==> config.mk <==
export PLATFORM = sky130hd
export DESIGN_NAME = rr_onehot_arbiter_flat
export DESIGN_NICKNAME = d
export VERILOG_FILES = /design/src/rtl/arb_pkg.sv /design/src/rtl/rr_onehot_arbiter_if.sv /design/src/rtl/rr_pick.sv /design/src/rtl/rr_onehot_arbiter.sv /design/src/flat_wrapper.sv
export SDC_FILE = /design/constraint.sdc
export NUM_CORES = 1
export LEC_CHECK = 0
export ABC_AREA = 1
export CAP_MARGIN = 15
export CORE_ASPECT_RATIO = 0.6
export CORE_MARGIN = 10
export CORE_UTILIZATION = 40
export CTS_BUF_LIST = sky130_fd_sc_hd__clkbuf_4 sky130_fd_sc_hd__clkbuf_8
export CTS_CLUSTER_SIZE = 16
export DETAILED_ROUTE_END_ITERATION = 16
export GPL_ROUTABILITY_DRIVEN = 0
export GPL_TIMING_DRIVEN = 0
export SYNTH_ARGS = -nofsm -noshare
export SYNTH_HDL_FRONTEND = slang
export SYNTH_SLANG_ARGS = --single-unit
==> constraint.sdc <==
create_clock -name clk -period 7.09 [get_ports clk]
set_clock_uncertainty 0.1 [all_clocks]
set_input_delay 1.418 -clock clk [delete_from_list [all_inputs] [get_ports clk]]
set_output_delay 1.418 -clock clk [all_outputs]
set_load 0.03 [all_outputs]
==> src/rtl/arb_pkg.sv <==
// Shared definitions for the round-robin one-hot arbiter: request count,
// FSM state encoding and the one-hot legality helper.
package arb_pkg;

  localparam int unsigned N_REQ = 32'd8;

  typedef enum logic {
    IDLE  = 1'b0,
    GRANT = 1'b1
  } arb_state_e;

  // True when v is all-zero or has exactly one bit set.
  function automatic logic onehot_ok(input logic [7:0] v);
    return ((v & (v - 8'd1)) == 8'd0);
  endfunction

endpackage

==> src/rtl/rr_onehot_arbiter_if.sv <==
// Request/grant bundle between requesters, the arbiter and the encoder.
// The lock signal exists only when ARB_LOCK_EN is defined.
interface rr_onehot_arbiter_if;
  import arb_pkg::*;

  logic [N_REQ-1:0] req;
  logic             ack;
  logic [N_REQ-1:0] gnt;
  logic             gnt_valid;
  logic             timeout;
`ifdef ARB_LOCK_EN
  logic             lock;

  modport master (output req, output ack, output lock,
                  input gnt, input gnt_valid, input timeout);
  modport slave  (input req, input ack, input lock,
                  output gnt, output gnt_valid, output timeout);
`else
  modport master (output req, output ack,
                  input gnt, input gnt_valid, input timeout);
  modport slave  (input req, input ack,
                  output gnt, output gnt_valid, output timeout);
`endif

endinterface

==> src/rtl/rr_pick.sv <==
// Combinational round-robin pick: rotate requests so the search starts at
// ptr+1, take the lowest set bit, then map the offset back to a requester.
module rr_pick
  import arb_pkg::*;
(
  input  logic [N_REQ-1:0] req,
  input  logic [2:0]       ptr,
  output logic [N_REQ-1:0] pick_oh,
  output logic [2:0]       pick_idx,
  output logic             any
);

  logic [2:0]       start_s;
  logic [N_REQ-1:0] rot_s;
  logic [2:0]       off_s;

  // Rotate, priority-find, rotate back.
  always_comb begin
    start_s = ptr + 3'd1;
    rot_s   = 8'd0;
    off_s   = 3'd0;
    for (int i = 0; i < int'(N_REQ); i++) begin
      rot_s[i] = req[start_s + 3'(i)];
    end
    for (int i = int'(N_REQ) - 1; i >= 0; i--) begin
      if (rot_s[i]) begin
        off_s = 3'(i);
      end else begin
        off_s = off_s;
      end
    end
    any      = |req;
    pick_idx = start_s + off_s;
    if (any) begin
      pick_oh = 8'd1 << pick_idx;
    end else begin
      pick_oh = 8'd0;
    end
  end

endmodule

==> src/rtl/rr_onehot_arbiter.sv <==
// Round-robin arbiter with registered one-hot grant, held until ack or timeout.
// Define ARB_LOCK_EN to add the burst-lock input.
module rr_onehot_arbiter
  import arb_pkg::*;
#(
  parameter int unsigned TIMEOUT_CYC = 32'd15
) (
  input  logic               clk,
  input  logic               rst,
  rr_onehot_arbiter_if.slave bus
);

  localparam int unsigned TMR_W = (TIMEOUT_CYC == 32'd0) ? 32'd1 : $clog2(TIMEOUT_CYC + 32'd1);
  localparam logic [TMR_W-1:0] TMR_LAST =
      TMR_W'((TIMEOUT_CYC == 32'd0) ? 32'd0 : TIMEOUT_CYC - 32'd1);

  arb_state_e       state_r, state_s;
  logic [2:0]       ptr_r, ptr_s;
  logic [2:0]       idx_r, idx_s;
  logic [N_REQ-1:0] gnt_r, gnt_s;
  logic             gnt_valid_r;
  logic             timeout_r, timeout_s;
  logic [TMR_W-1:0] tmr_r, tmr_s;
  logic [N_REQ-1:0] pick_oh_s;
  logic [2:0]       pick_idx_s;
  logic             pick_any_s;
  logic             ack_take_s;
  logic             tmo_fire_s;
  logic             lock_s;

  rr_pick u_pick (
    .req      (bus.req),
    .ptr      (ptr_r),
    .pick_oh  (pick_oh_s),
    .pick_idx (pick_idx_s),
    .any      (pick_any_s)
  );

`ifdef ARB_LOCK_EN
  assign lock_s = bus.lock;
`else
  assign lock_s = 1'b0;
`endif

  // Ack beats a coinciding timeout.
  assign ack_take_s = (state_r == GRANT) && bus.ack;
  assign tmo_fire_s = (TIMEOUT_CYC != 32'd0) && (state_r == GRANT) && !bus.ack
                      && (tmr_r == TMR_LAST);

  // State register.
  always_ff @(posedge clk) begin
    if (rst) begin
      state_r <= IDLE;
    end else begin
      state_r <= state_s;
    end
  end

  // Next-state logic.
  always_comb begin
    state_s = state_r;
    case (state_r)
      IDLE:    state_s = pick_any_s ? GRANT : IDLE;
      GRANT:   state_s = (ack_take_s || tmo_fire_s) ? IDLE : GRANT;
      default: state_s = IDLE;
    endcase
  end

  // Next values of grant, pointer, timer and timeout pulse.
  always_comb begin
    gnt_s     = gnt_r;
    idx_s     = idx_r;
    ptr_s     = ptr_r;
    tmr_s     = tmr_r;
    timeout_s = 1'b0;
    case (state_r)
      IDLE: begin
        tmr_s = {TMR_W{1'b0}};
        if (pick_any_s) begin
          gnt_s = pick_oh_s;
          idx_s = pick_idx_s;
        end else begin
          gnt_s = 8'd0;
        end
      end
      GRANT: begin
        if (ack_take_s) begin
          gnt_s = 8'd0;
          tmr_s = {TMR_W{1'b0}};
          // Locking parks ptr one behind the winner so it is searched first.
          ptr_s = lock_s ? (idx_r - 3'd1) : idx_r;
        end else if (tmo_fire_s) begin
          gnt_s     = 8'd0;
          tmr_s     = {TMR_W{1'b0}};
          timeout_s = 1'b1;
          ptr_s     = idx_r;
        end else begin
          tmr_s = (tmr_r == {TMR_W{1'b1}}) ? tmr_r : tmr_r + TMR_W'(32'd1);
        end
      end
      default: begin
        gnt_s = 8'd0;
        tmr_s = {TMR_W{1'b0}};
      end
    endcase
  end

  // Datapath and output registers; gnt_valid tracks |gnt by construction.
  always_ff @(posedge clk) begin
    if (rst) begin
      gnt_r       <= 8'd0;
      gnt_valid_r <= 1'b0;
      timeout_r   <= 1'b0;
      ptr_r       <= 3'd7;
      idx_r       <= 3'd0;
      tmr_r       <= {TMR_W{1'b0}};
    end else begin
      gnt_r       <= gnt_s;
      gnt_valid_r <= |gnt_s;
      timeout_r   <= timeout_s;
      ptr_r       <= ptr_s;
      idx_r       <= idx_s;
      tmr_r       <= tmr_s;
    end
  end

  assign bus.gnt       = gnt_r;
  assign bus.gnt_valid = gnt_valid_r;
  assign bus.timeout   = timeout_r;

endmodule

==> src/flat_wrapper.sv <==
// flat-port wrapper written by rule: the top's interface ports become plain ports
module rr_onehot_arbiter_flat import arb_pkg::*;
#(
  parameter int unsigned TIMEOUT_CYC = 32'd15
)
  (clk, rst, bus_req, bus_ack, bus_gnt, bus_gnt_valid, bus_timeout);
  rr_onehot_arbiter_if bus_i ();
  input  logic clk;
  input  logic rst;
  input wire logic [$bits(bus_i.req)-1:0] bus_req;
  input wire logic [$bits(bus_i.ack)-1:0] bus_ack;
  output wire logic [$bits(bus_i.gnt)-1:0] bus_gnt;
  output wire logic [$bits(bus_i.gnt_valid)-1:0] bus_gnt_valid;
  output wire logic [$bits(bus_i.timeout)-1:0] bus_timeout;
  assign bus_i.req = bus_req;
  assign bus_i.ack = bus_ack;
  assign bus_gnt = bus_i.gnt;
  assign bus_gnt_valid = bus_i.gnt_valid;
  assign bus_timeout = bus_i.timeout;
  rr_onehot_arbiter #(.TIMEOUT_CYC(TIMEOUT_CYC)) u_core (.clk(clk), .rst(rst), .bus(bus_i));
endmodule
# Yosys cells after proc, flatten, opt, wreduce, memory -nomap -nowiden
# Index checks and enable logic that the tools add are counted.
[totals] register_bits=21 input_bits=11 out_inout_bits=10 elab_cells=79
[op_classes] addsub=10 n_lt_le_gt_ge=8 eq_ne=3 n_shift=1 mux=38 n_bitwise=1 n_reduce_logical=11
[op_table] cell="< comparator 3 x 4 -> 1 bit, second input constant" count=8
[op_table] cell="two-way mux 3 bit" count=10
[op_table] cell="binary-select mux 1 bit (select 3 bit)" count=8
[op_table] cell="two-way mux 8 bit" count=3
[op_table] cell="case mux 8 bit (2 select lines)" count=1
[op_table] cell="OR reduction 8 bit" count=2
[op_table] cell="adder 3 bit, second input constant" count=4
[op_table] cell="two-way mux 4 bit" count=3
[op_table] cell="two-way mux 1 bit" count=11
[op_table] cell="equality test 4 bit, second input constant" count=2
[op_table] cell="case mux 4 bit (2 select lines)" count=1
[op_table] cell="left shift 1 x 3 -> 8 bit, first input constant" count=1
[op_table] cell="adder 3 x 1 -> 3 bit, second input constant" count=2
[op_table] cell="adder 3 x 2 -> 3 bit, second input constant" count=2
[op_table] cell="adder 4 x 1 -> 4 bit, second input constant" count=1
[op_table] cell="inequality test 4 bit, second input constant" count=1
[op_table] cell="AND reduction 2 bit" count=2
[op_table] cell="adder 3 bit" count=1
[op_table] cell="logical AND 1 bit" count=3
[op_table] cell="OR reduction 3 bit" count=1
[op_table] cell="case mux 1 bit (2 select lines)" count=1
[op_table] cell="nonzero test 2 bit" count=1
[op_table] cell="zero test 1 bit" count=1
[op_table] cell="logical OR 1 bit" count=1
[op_table] cell="NOT 1 bit" count=1

# Depth between registers and ports, before layout
# Gate-level depths: netlist of the first run.
[logic_depth] ltp_word=17 mapped_depth=27 depth_no_buf=26

# Cells and area by module
# A second synthesis of the first run with hierarchy kept.
[unflattened] hier_cells=281 area_unflattened_um2=1761.7
[by_module_without_submodules] module="rr_onehot_arbiter" n_inst=1 cells_per_inst=116 area_each_um2=884.6 seq_area_each_um2=420.4
[by_module_without_submodules] module="rr_pick" n_inst=1 cells_per_inst=165 area_each_um2=877.1 seq_area_each_um2=0.0

# Worst setup path after synthesis of the first run
# No wires, ideal clock.
[synth_path] path_kind="input port to flip-flop" from="input port bus_req[7]" to="register u_core.gnt_valid_r (netlist: u_core.bus.gnt_valid)" setup_time_ps=128 t_arrival_ps=3640 t_required_ps=6862 slack_ps=3222 path_stages=23 n_path_buf=0 cell_sequence="nand2_1 -> nand2_1 -> nand2_1 -> nand2_1 -> nand2_1 -> nand2_1 -> a31oi_1 -> o21ai_0 -> nand2_1 -> a21boi_0 -> ha_1 -> inv_1 -> fa_1 -> xor2_1 -> inv_1 -> nand3_2 -> nand2_4 -> nand2_1 -> nand2_1 -> nor2_1 -> nand2_1 -> nor2_1 -> nor2_1"
[synth_between] elab_chain_len=15 word_cells_on_any_way=30 cone_classes="add/sub (1); shift (1); mux (26); reduce/logical (2)"
[synth_rtl] element="start: declaration" line="flat_wrapper.sv:10" source="input wire logic [$bits(bus_i.req)-1:0] bus_req;"
[synth_rtl] element="binary-select mux 1 bit (select 3 bit)" line="rr_pick.sv:23" source="rot_s[i] = req[start_s + 3'(i)];"
[synth_rtl] element="two-way mux 1 bit (implied by the code)" line="rr_pick.sv:23"
[synth_rtl] element="two-way mux 3 bit (8 in a row)" line="rr_pick.sv:26" source="if (rot_s[i]) begin"
[synth_rtl] element="adder 3 bit" line="rr_pick.sv:33" source="pick_idx = start_s + off_s;"
[synth_rtl] element="left shift 1 x 3 -> 8 bit" line="rr_pick.sv:35" source="pick_oh = 8'd1 << pick_idx;"
[synth_rtl] element="two-way mux 8 bit *" line="rr_onehot_arbiter.sv:79" source="if (pick_any_s) begin"
[synth_rtl] element="case mux 8 bit (2 select lines) *" line="rr_onehot_arbiter.sv:76" source="case (state_r)"
[synth_rtl] element="OR reduction 8 bit *" line="rr_onehot_arbiter.sv:119" source="gnt_valid_r <= |gnt_s;"
[synth_rtl] element="end signal: assignment" line="rr_onehot_arbiter.sv:119"
[synth_rtl] element="end: declaration" line="rr_onehot_arbiter.sv:21" source="logic gnt_valid_r;"
# Every way passes the cells marked *; elsewhere a longest branch is shown, timed or not. The select of a mux whose other input is x is not followed.
# A chain may end at the register's enable or synchronous reset.

# Final worst setup path of the first run
# Same ends and word-level chain as after synthesis.

==> out/results.tsv, run 1 <==
metric	value	unit
Die W	102	microns
Final Hold Vio Count	0	
Detailed Route WL	4120	microns
Reg2Reg Capture Point	u_core.bus.gnt_valid	
Num CTS Buffers	3	
crit path kind	input port to register	
CTS max path bufs	2	
Clk pin slew, worst setup/hold paths	0.08	ns
Final Max Tran Viols	0	
Hold Path End	u_core.idx_r[2]	
Final Util	50.7	%
Initial DRC Count	126	
post-synthesis sequential area ratio	25.9	%
drt drc	0	
# setup viols final	0	
first-pass GRT wire length	6760	microns
final-layout fill cell count	389	
I/O Pins	21	
worst r2r src	u_core.ptr_r[0]	
wl on met1	2420	microns
min Tclk post-route	4.61	ns
via count	1708	
most frequent cells in the layout	nand2_1 (141), inv_1 (32), dfxtp_1 (21)	
PortBufs	19	
number of global-route vias before repair	1468	
Die ar.	0.00709	sq mm
fmax	217	MHz
Post-Synthesis Cells	287	
Vias/cell	4.78	
register area	420	sq um
CP endpoint kind	register	
metal3 WL	283	microns
max_cap viols	0	
Syn Area/Cell	5.65	sq um
largest net degree at the start of global routing	12	
Hold/Removal Path Class	register to register	
antenna violations before repair	0	
TritonRoute pass-1 iters	4	
TritonCTS clock tree	yes	
hold path start	u_core.idx_r[2]	
WL/cell	11.5	microns
Main synth FF type	dfxtp_1	
most common cell after layout, fill and taps aside	nand2_1	
reg2reg setup slack	2.60	ns
Pwr per Cell Area	230	mW/mm^2
Synth cell types	29	
Netlist Area Pre-Place	0.00162	sq mm
Tightest Pin Transition	0.506	ns
Root Buffer	clkbuf_8	
DR WL met2	1400	microns
Worst Path Required	7.14	ns
Hold Path Stages	2	
Top Layer Used	met4	
post-cts sizing count	0	
row count	17	
grt total ovfl	0	
Chip Height	69.3	microns
synthesis-to-layout area growth	18.3	%
run status	finished clean	
Post-synth EDFFs	0	
ys async rst share	0	%
share of cells above drive strength 1	5.81	%
post-DP HPWL	3390	microns
postcts setup bufs	0	
leakage power	1.01	nW
Core ar.	0.00379	sq mm
R2R cell count	27	
layout net count	328	
Slew Limit Headroom	66.0	%
Ant. Diodes	0	
multi-input logic area	0.00104	sq mm
RSZ-0062 raised after global routing	no	
Yosys reg bits	21	
total clock sinks	21	
Hold-fix buffers, CTS	0	
Period Utilization, post-route	65.0	%
startpoint types	input port	
Worst EP arrival	4.66	ns
Initial Util	42.9	%
CP max FO	6	
Detail Route Antenna Nets	0	
Clk Latency, worst-skew pair	0.26	ns
warnings from Yosys	0	
Sum Neg Setup Slack	0	ns
maximum resistive drop on vdd	0.0777	mV
htree depth	1	
GRT Total Usage	11.7	%
syn_nets	304	
[per-stage QoR]
stage                     cells  instance area (sq um)  worst slack, ns  hold WS [ns]  power [mW]
after global routing        357                   1920             2.23         0.408       0.479
after CTS                   357                   1920             2.53         0.377       0.442
after floorplan             287                   1620             3.22         0.342       0.300
final                       357                   1920             2.48         0.379       0.441
after detailed placement    353                   1870             2.26         0.362       0.357
after global placement      353                   1870             2.21         0.364       0.359
[flip-flops by register name, indices dropped and copies added, names as in the netlist]
register / cells
u_core.bus.gnt: 8
u_core.bus.gnt_valid: 1
u_core.bus.timeout: 1
u_core.idx_r: 3
u_core.ptr_r: 3
u_core.state_r: 1
u_core.tmr_r: 4
[worst max-delay path by stage]
stage | from | end | slack (ns) | cells after the start
final | bus_req[7] | u_core.bus.gnt_valid | 2.48 | 24
after global routing | u_core.ptr_r[0] | u_core.bus.gnt_valid | 2.23 | 27
after CTS | bus_req[7] | u_core.bus.gnt_valid | 2.53 | 24
after detailed placement | bus_req[7] | u_core.bus.gnt_valid | 2.26 | 24
after global placement | bus_req[7] | u_core.bus.gnt_valid | 2.21 | 24
after floorplan | bus_req[7] | u_core.bus.gnt_valid | 3.22 | 23
[cells by family after synthesis]
logic type | after synthesis | synth area share (%)
compound gates | 26 | 9.17
xor+xnor | 1 | 0.540
buf+inv | 40 | 10.0
flops | 21 | 25.9
simple gates | 193 | 49.3
fa+ha+maj | 6 | 5.09
[per-layer routing]
metal	vias up	global-route usage [%]
met5	-	0
met4	0	2.47
met3	2	3.37
met2	30	14.4
met1	738	18.5
li1	938	-
[report_power, final]
part           internal (mW)  switching [mW]
Sequential             0.132         0.00825
Clock                 0.0439          0.0390
Combinational         0.0765           0.142
[Yosys cell counts (all sizes together) (3+ instances only)]
cell type  count  area [sq um]
a21oi         14          70.1
buf            3          23.8
dfxtp         21           420
ha             5          62.6
inv           35           131
nand2        146           571
nand3         18          95.1
nand4          5          31.3
nor2          21          86.3
o21ai          4          20.0
[critical path, stage by stage]
cell             delay (ns)
clkdlybuf4s50_1        0.53
nand2_1                0.07
nand2_1                0.10
nand2_1                0.08
nand2_1                0.07
nand2_1                0.04
nand2_1                0.12
a31oi_1                0.08
o21ai_0                0.15
nand2_1                0.06
a21boi_0               0.23
ha_1                   0.19
inv_1                  0.05
fa_1                   0.36
xor2_1                 0.30
inv_1                  0.09
nand3_2                0.13
nand2_4                0.08
nand2_1                0.08
nand2_1                0.05
nor2_1                 0.14
nand2_1                0.07
nor2_1                 0.11
nor2_1                 0.05
[cell type report]
type | instances | share of cell area, %
Multi-Input combinational cell | 226 | 54.1
Sequential cell | 21 | 21.9
Timing Repair Buffer | 19 | 9.90
Inverter | 35 | 6.84
Tap cell | 47 | 3.06
Clock buffer | 4 | 2.54
Buffer | 5 | 1.63
Power figures use the tool's default switching activity.
==> run 2: changes to the inputs <==
==> constraint.sdc (replaced) <==
create_clock -name clk -period 4.66 [get_ports clk]
set_clock_uncertainty 0.1 [all_clocks]
set_input_delay 0.932 -clock clk [delete_from_list [all_inputs] [get_ports clk]]
set_output_delay 0.932 -clock clk [all_outputs]
set_load 0.03 [all_outputs]
==> out/results.tsv, run 2 (synthesized netlist as in run 1, its figures left out) <==
metric	value	unit	change
leakage power	1.01	nW	+0.16%
CTS max path bufs	2		unchanged
first-pass GRT wire length	6760	microns	unchanged
share of cells above drive strength 1	6.45	%	+0.65 points
fmax	232	MHz	
Period Utilization, post-route	92.6	%	
Clk Latency, worst-skew pair	0.26	ns	about the same
TritonRoute pass-1 iters	4		unchanged
max_cap viols	0		unchanged
Largest register FFs	8		unchanged
CP max FO	11		+5
Die W	102	microns	unchanged
WL/cell	11.6	microns	+0.15%
Net Switching	288	uW	+53%
multi-input logic area	0.00105	sq mm	+0.72%
Detailed Route WL	4130	microns	+0.15%
sequential share of power	31.7	%	about the same
Final Hold Vio Count	0		unchanged
crit path max-delay cell type	dfxtp_2		
Sw Ratio	42.8	%	about the same
Ant. Diodes	0		unchanged
register area	422	sq um	+0.30%
Root Buffer	clkbuf_8		
most frequent cells in the layout	nand2_1 (141), inv_1 (32), nor2_1 (20), dfxtp_1 (20), clkdlybuf4s50_1 (19)		
synthesis-to-layout area growth	18.9	%	
post-DP HPWL	3390	microns	unchanged
Detail Route Antenna Nets	0		unchanged
htree depth	1		unchanged
Vias/cell	4.77		-0.35%
Chip Height	69.3	microns	unchanged
PortBufs	19		unchanged
number of global-route vias before repair	1468		unchanged
grt total ovfl	0		unchanged
Hold/Removal Path Class	register to register		
row count	17		unchanged
TritonCTS clock tree	yes		
maximum resistive drop on vdd	0.118	mV	+52%
Pwr per Cell Area	349	mW/mm^2	+52%
# setup viols final	0		unchanged
I/O Pins	21		unchanged
Die ar.	0.00709	sq mm	unchanged
critical path's top delay family	simple AND/OR/NAND/NOR gates		
Hold-fix buffers, CTS	0		unchanged
CP endpoint kind	register		
R2R cell count	27		unchanged
layout net count	328		unchanged
Clk pin slew, worst setup/hold paths	0.08	ns	about the same
Initial Util	42.9	%	unchanged
most common cell after layout, fill and taps aside	nand2_1		
total clock sinks	21		unchanged
combinational share of power	49.6	%	about the same
min Tclk post-route	4.31	ns	
via count	1702		-0.35%
most frequent CP cell	nand2_1		
final-layout fill cell count	388		-0.26%
run status	finished clean		
Final Util	51.0	%	+0.23 points
antenna violations before repair	0		unchanged
drt drc	0		unchanged
Sum Neg Setup Slack	0	ns	unchanged
Worst Path Required	4.71	ns	-2.43 ns
Worst path depth	27		+13%
Num CTS Buffers	3		unchanged
Initial DRC Count	125		-0.79%
Hold Path Stages	2		unchanged
internal power	385	uW	+53%
Tightest Pin Transition	0.506	ns	unchanged
CP bufs+invs	5		+2
largest net degree at the start of global routing	12		unchanged
Final Max Tran Viols	0		unchanged
Slew Limit Headroom	66.0	%	unchanged
Core ar.	0.00379	sq mm	unchanged
Worst EP arrival	4.36	ns	-0.30 ns
crit path kind	register to register		
startpoint types	register		
GRT Total Usage	11.7	%	unchanged
Clock power frac	18.8	%	about the same
Largest stage delay, worst path	0.43	ns	-0.10 ns
RSZ-0062 raised after global routing	no		
-- run 2: cell counts in the layout (fill, tap and decap cells not counted) --
Identical to the previous run, type by type.
-- run 2: cell type report --
cell class / count / area share (%)
clock buffers: 4 / 2.53
repair buffers: 19 / 9.86
flip-flops and latches: 21 / 21.9
multi-input cells: 226 / 54.3
plain buffers: 5 / 1.62
well taps: 47 / 3.05
inverters: 35 / 6.81
-- run 2: power by group through the flow --
stage | Clock [mW] | Sequential [mW] | Combinational, mW
floorplan | 0 | 0.239 | 0.216
global placement | 0 | 0.217 | 0.329
detailed placement | 0 | 0.217 | 0.327
CTS | 0.131 | 0.213 | 0.328
global route | 0.139 | 0.215 | 0.376
finish | 0.126 | 0.213 | 0.334
-- run 2: worst reg2reg max path, stage by stage (launching register included) --
cell and delay [ns]:
dfxtp_2 0.43, inv_2 0.11, buf_6 0.16, ha_1 0.37, buf_2 0.27, nand2_1 0.08, nand2_1 0.18, nand2_1 0.10
nand2_1 0.07, nand2_1 0.04, nand2_1 0.12, a31oi_1 0.08, o21ai_0 0.15, nand2_1 0.06, a21boi_0 0.23, ha_1 0.19
inv_1 0.05, fa_1 0.40, xor2_2 0.24, inv_1 0.08, nand3_2 0.12, nand2_4 0.08, nand2_1 0.08, nand2_1 0.05
nor2_1 0.14, nand2_1 0.07, nor2_1 0.11, nor2_1 0.05
-- run 2: final timing paths --
check                  startpoint                   end  slack, ns
hold / removal    u_core.idx_r[2]       u_core.idx_r[2]       0.38
setup / recovery  u_core.ptr_r[0]  u_core.bus.gnt_valid       0.35
hold reg to reg   u_core.idx_r[2]       u_core.idx_r[2]       0.38
setup reg to reg  u_core.ptr_r[0]  u_core.bus.gnt_valid       0.35
-- run 2: what timing repair did --
action	4_1_cts	5_1_grt
resized for setup	0	2
setup endpoints to repair	0	1
buffers inserted	0	0
-- run 2: layer usage --
| layer | track usage (%) | wire length (microns) |
|---|---|---|
| met2 | 14.4 | 1410 |
| met5 | 0 | 0 |
| met4 | 2.47 | 19 |
| met1 | 18.5 | 2410 |
| met3 | 3.37 | 289 |
-- run 2: stage by stage --
step | power, mW | worst slack, ns | cell area (sq um) | hold WS (ns) | instances
2_1_floorplan | 0.456 | 0.931 | 1620 | 0.342 | 287
3_3_place_gp | 0.546 | 0.210 | 1870 | 0.364 | 353
3_5_place_dp | 0.544 | 0.228 | 1870 | 0.362 | 353
4_1_cts | 0.672 | 0.206 | 1920 | 0.377 | 357
5_1_grt | 0.730 | 0.0168 | 1930 | 0.408 | 357
6_report | 0.673 | 0.347 | 1930 | 0.379 | 357
==> run 3: changes to the inputs <==
--- a/config.mk
+++ b/config.mk
@@ -5,7 +5,6 @@
 export SDC_FILE = /design/constraint.sdc
 export NUM_CORES = 1
 export LEC_CHECK = 0
-export ABC_AREA = 1
 export CAP_MARGIN = 15
 export CORE_ASPECT_RATIO = 0.6
 export CORE_MARGIN = 10
==> out/results.tsv, run 3 <==
metric	value	unit	change
adder-cell share of the synthesized area	5.07	%	-0.023 points
leakage power	0.758	nW	-25%
Netlist Area Pre-Place	0.00163	sq mm	+0.46%
share of cells above drive strength 1	19.1	%	+13 points
Synth cell types	56		+93%
Syn Area/Cell	9.26	sq um	+64%
Hold/Removal Path Class	register to register		
via count	1450		-15%
syn_nets	193		-37%
Hold Path Stages	2		unchanged
I/O Pins	21		unchanged
Yosys reg bits	21		unchanged
Clk pin slew, worst setup/hold paths	0.08	ns	about the same
R2R cell count	17		-37%
Clk Latency, worst-skew pair	0.26	ns	about the same
CP endpoint kind	register		
area share of and/or/nand/nor cells after synthesis	23.1	%	-26 points
total power	709	uW	+5.3%
Tightest Pin Transition	0.658	ns	+0.152 ns
Detailed Route WL	4150	microns	+0.44%
min Tclk post-route	4.54	ns	+0.222 ns
Worst EP arrival	4.60	ns	+0.24 ns
most frequent cells in the layout	nor2_1 (22), clkdlybuf4s50_1 (20), dfxtp_1 (20)		
Post-Synthesis Cells	176		-39%
most instantiated cells after synthesis	nor2_1 (22), dfxtp_1 (21), inv_1 (10), nand2_1 (10)		
post-synthesis compound-gate area fraction	19.0	%	+9.8 points
Final Util	52.5	%	+1.6 points
PortBufs	20		+1
Core ar.	0.00379	sq mm	unchanged
row count	17		unchanged
Final Max Tran Viols	0		unchanged
GRT Total Usage	11.5	%	-0.21 points
number of global-route vias before repair	1361		-7.3%
sequential share of power	30.9	%	-0.8 points
Initial DRC Count	61		-51%
Post-synth EDFFs	0		unchanged
Die ar.	0.00711	sq mm	+0.35%
crit path kind	input port to register		
Initial Util	43.1	%	+0.20 points
Post-Synth XOR/XNOR Area	4.14	%	+3.6 points
CP max FO	9		-2
Net Switching	277	uW	-4.1%
mux share of post-synthesis cell area	16.7	%	+17 points
Sw Ratio	39.0	%	-3.8 points
WL/cell	16.5	microns	+43%
Ant. Diodes	0		unchanged
worst setup margin	0.124	ns	-0.222 ns
Die W	102	microns	+0.19%
Num CTS Buffers	3		unchanged
Yosys top cell area share	25.8	%	-6.8 points
drt drc	0		unchanged
layout net count	222		-32%
antenna violations before repair	0		unchanged
ys async rst share	0	%	unchanged
worst slack, placed	-0.0892	ns	-0.318 ns
Detail Route Antenna Nets	0		unchanged
most common cell after layout, fill and taps aside	nor2_1		
warnings from Yosys	0		unchanged
most frequent cell after synthesis	nor2_1		
TritonRoute pass-1 iters	4		unchanged
Worst Path Required	4.72	ns	about the same
Root Buffer	clkbuf_8		
Yosys top cell by area	dfxtp_1		
fmax	220	MHz	-4.9%
Main synth FF type	dfxtp_1		
startpoint types	input port		
largest family of logic cells by synthesized area	simple AND/OR/NAND/NOR gates		
Largest register FFs	8		unchanged
combinational share of power	52.2	%	+2.6 points
post-DP HPWL	3260	microns	-3.7%
largest net degree at the start of global routing	13		+1
Chip Height	69.5	microns	+0.17%
run status	finished clean		
post-synthesis sequential area ratio	25.8	%	-0.12 points
max_cap viols	0		unchanged
Slew Limit Headroom	56.0	%	-10 points
Clock power frac	16.9	%	-1.9 points
Hold-fix buffers, CTS	0		unchanged
RSZ-0062 raised after global routing	no		
top cells by area, synth	dfxtp_1 (26%), mux4_2 (8.3%), nor2_1 (5.1%)		
CTS max path bufs	2		unchanged
Final Hold Vio Count	0		unchanged
TritonCTS clock tree	yes		
synthesis-to-layout area growth	22.0	%	
maximum resistive drop on vdd	0.126	mV	+6.7%
first-pass GRT wire length	6740	microns	-0.21%
htree depth	1		unchanged
grt total ovfl	0		unchanged
total clock sinks	21		unchanged
Vias/cell	5.78		+21%
Pwr per Cell Area	356	mW/mm^2	+2.2%
# setup viols final	0		unchanged
Period Utilization, post-route	97.3	%	+4.8 points
internal power	432	uW	+12%
[run 3: changes by cell type after synthesis, moves of 6 or more]
cell	delta
nand2_1	-131
inv_1	-22
nand3_1	-12
a21oi_1	-10
mux4_2	+6
nor4_1	+6
[run 3: final timing paths]
check	from	end	slack (ns)
max	bus_req[0]	u_core.bus.gnt[3]	0.12
min	u_core.bus.gnt[6]	u_core.bus.gnt[6]	0.39
max reg2reg	u_core.ptr_r[0]	u_core.bus.gnt[3]	0.21
min reg2reg	u_core.bus.gnt[6]	u_core.bus.gnt[6]	0.39
[run 3: kinds of logic (layout without fill, tap and decap cells)]
logic type / Yosys count / in the layout
flops: 21 / 21
xor+xnor: 6 / 6
buf+inv: 17 / 45
fa+ha+maj: 6 / 6
mux: 16 / 16
compound gates: 40 / 40
simple gates: 70 / 70
[run 3: layout make-up]
cell class / instances / area (sq um)
Tap cell: 47 / 58.8
Clock buffer: 3 / 41.3
Sequential cell: 21 / 424
Clock inverter: 1 / 5.00
Buffer: 6 / 58.8
Fill cell: 361 / 1800
Timing Repair Buffer: 24 / 230
Multi-Input combinational cell: 138 / 1130
Inverter: 11 / 42.5
[run 3: critical path: stages]
cell and delay (ns):
clkdlybuf4s50_1 0.51, mux4_2 0.61, or2b_2 0.33, mux4_2 0.47
o31ai_1 0.19, o21bai_1 0.17, ha_1 0.18, inv_1 0.05
fa_1 0.41, xnor2_2 0.17, xnor2_2 0.14, buf_4 0.16
a22o_2 0.25
[run 3: timing repair]
| item | CTS | global route |
|---|---|---|
| setup buffers | 0 | 4 |
| resized for setup | 0 | 4 |
| setup endpoints to repair | 0 | 9 |
[run 3: metal layers]
layer / vias up / track usage, % / share of wire [%]
li1: 720 / - / -
met1: 687 / 16.8 / 50
met3: 4 / 3.08 / 6.3
met2: 39 / 16.7 / 43
met5: - / 0 / 0
met4: 0 / 1.08 / 0.27
[run 3: power groups by stage]
stage | sequential, mW | combinational [mW] | clock, mW
after global placement | 0.222 | 0.337 | 0
after detailed placement | 0.222 | 0.348 | 0
final | 0.219 | 0.370 | 0.120
after CTS | 0.219 | 0.348 | 0.120
after floorplan | 0.243 | 0.232 | 0
after global routing | 0.222 | 0.403 | 0.132
[run 3: per-stage QoR]
stage	cells	instance area (sq um)	hold slack, ns	TNS [ns]
CTS	247	1940	0.391	0
finish	251	1990	0.386	0
global placement	243	1890	0.369	-0.0473
floorplan	176	1630	0.360	0
global route	251	1990	0.413	0
detailed placement	243	1890	0.375	-0.546
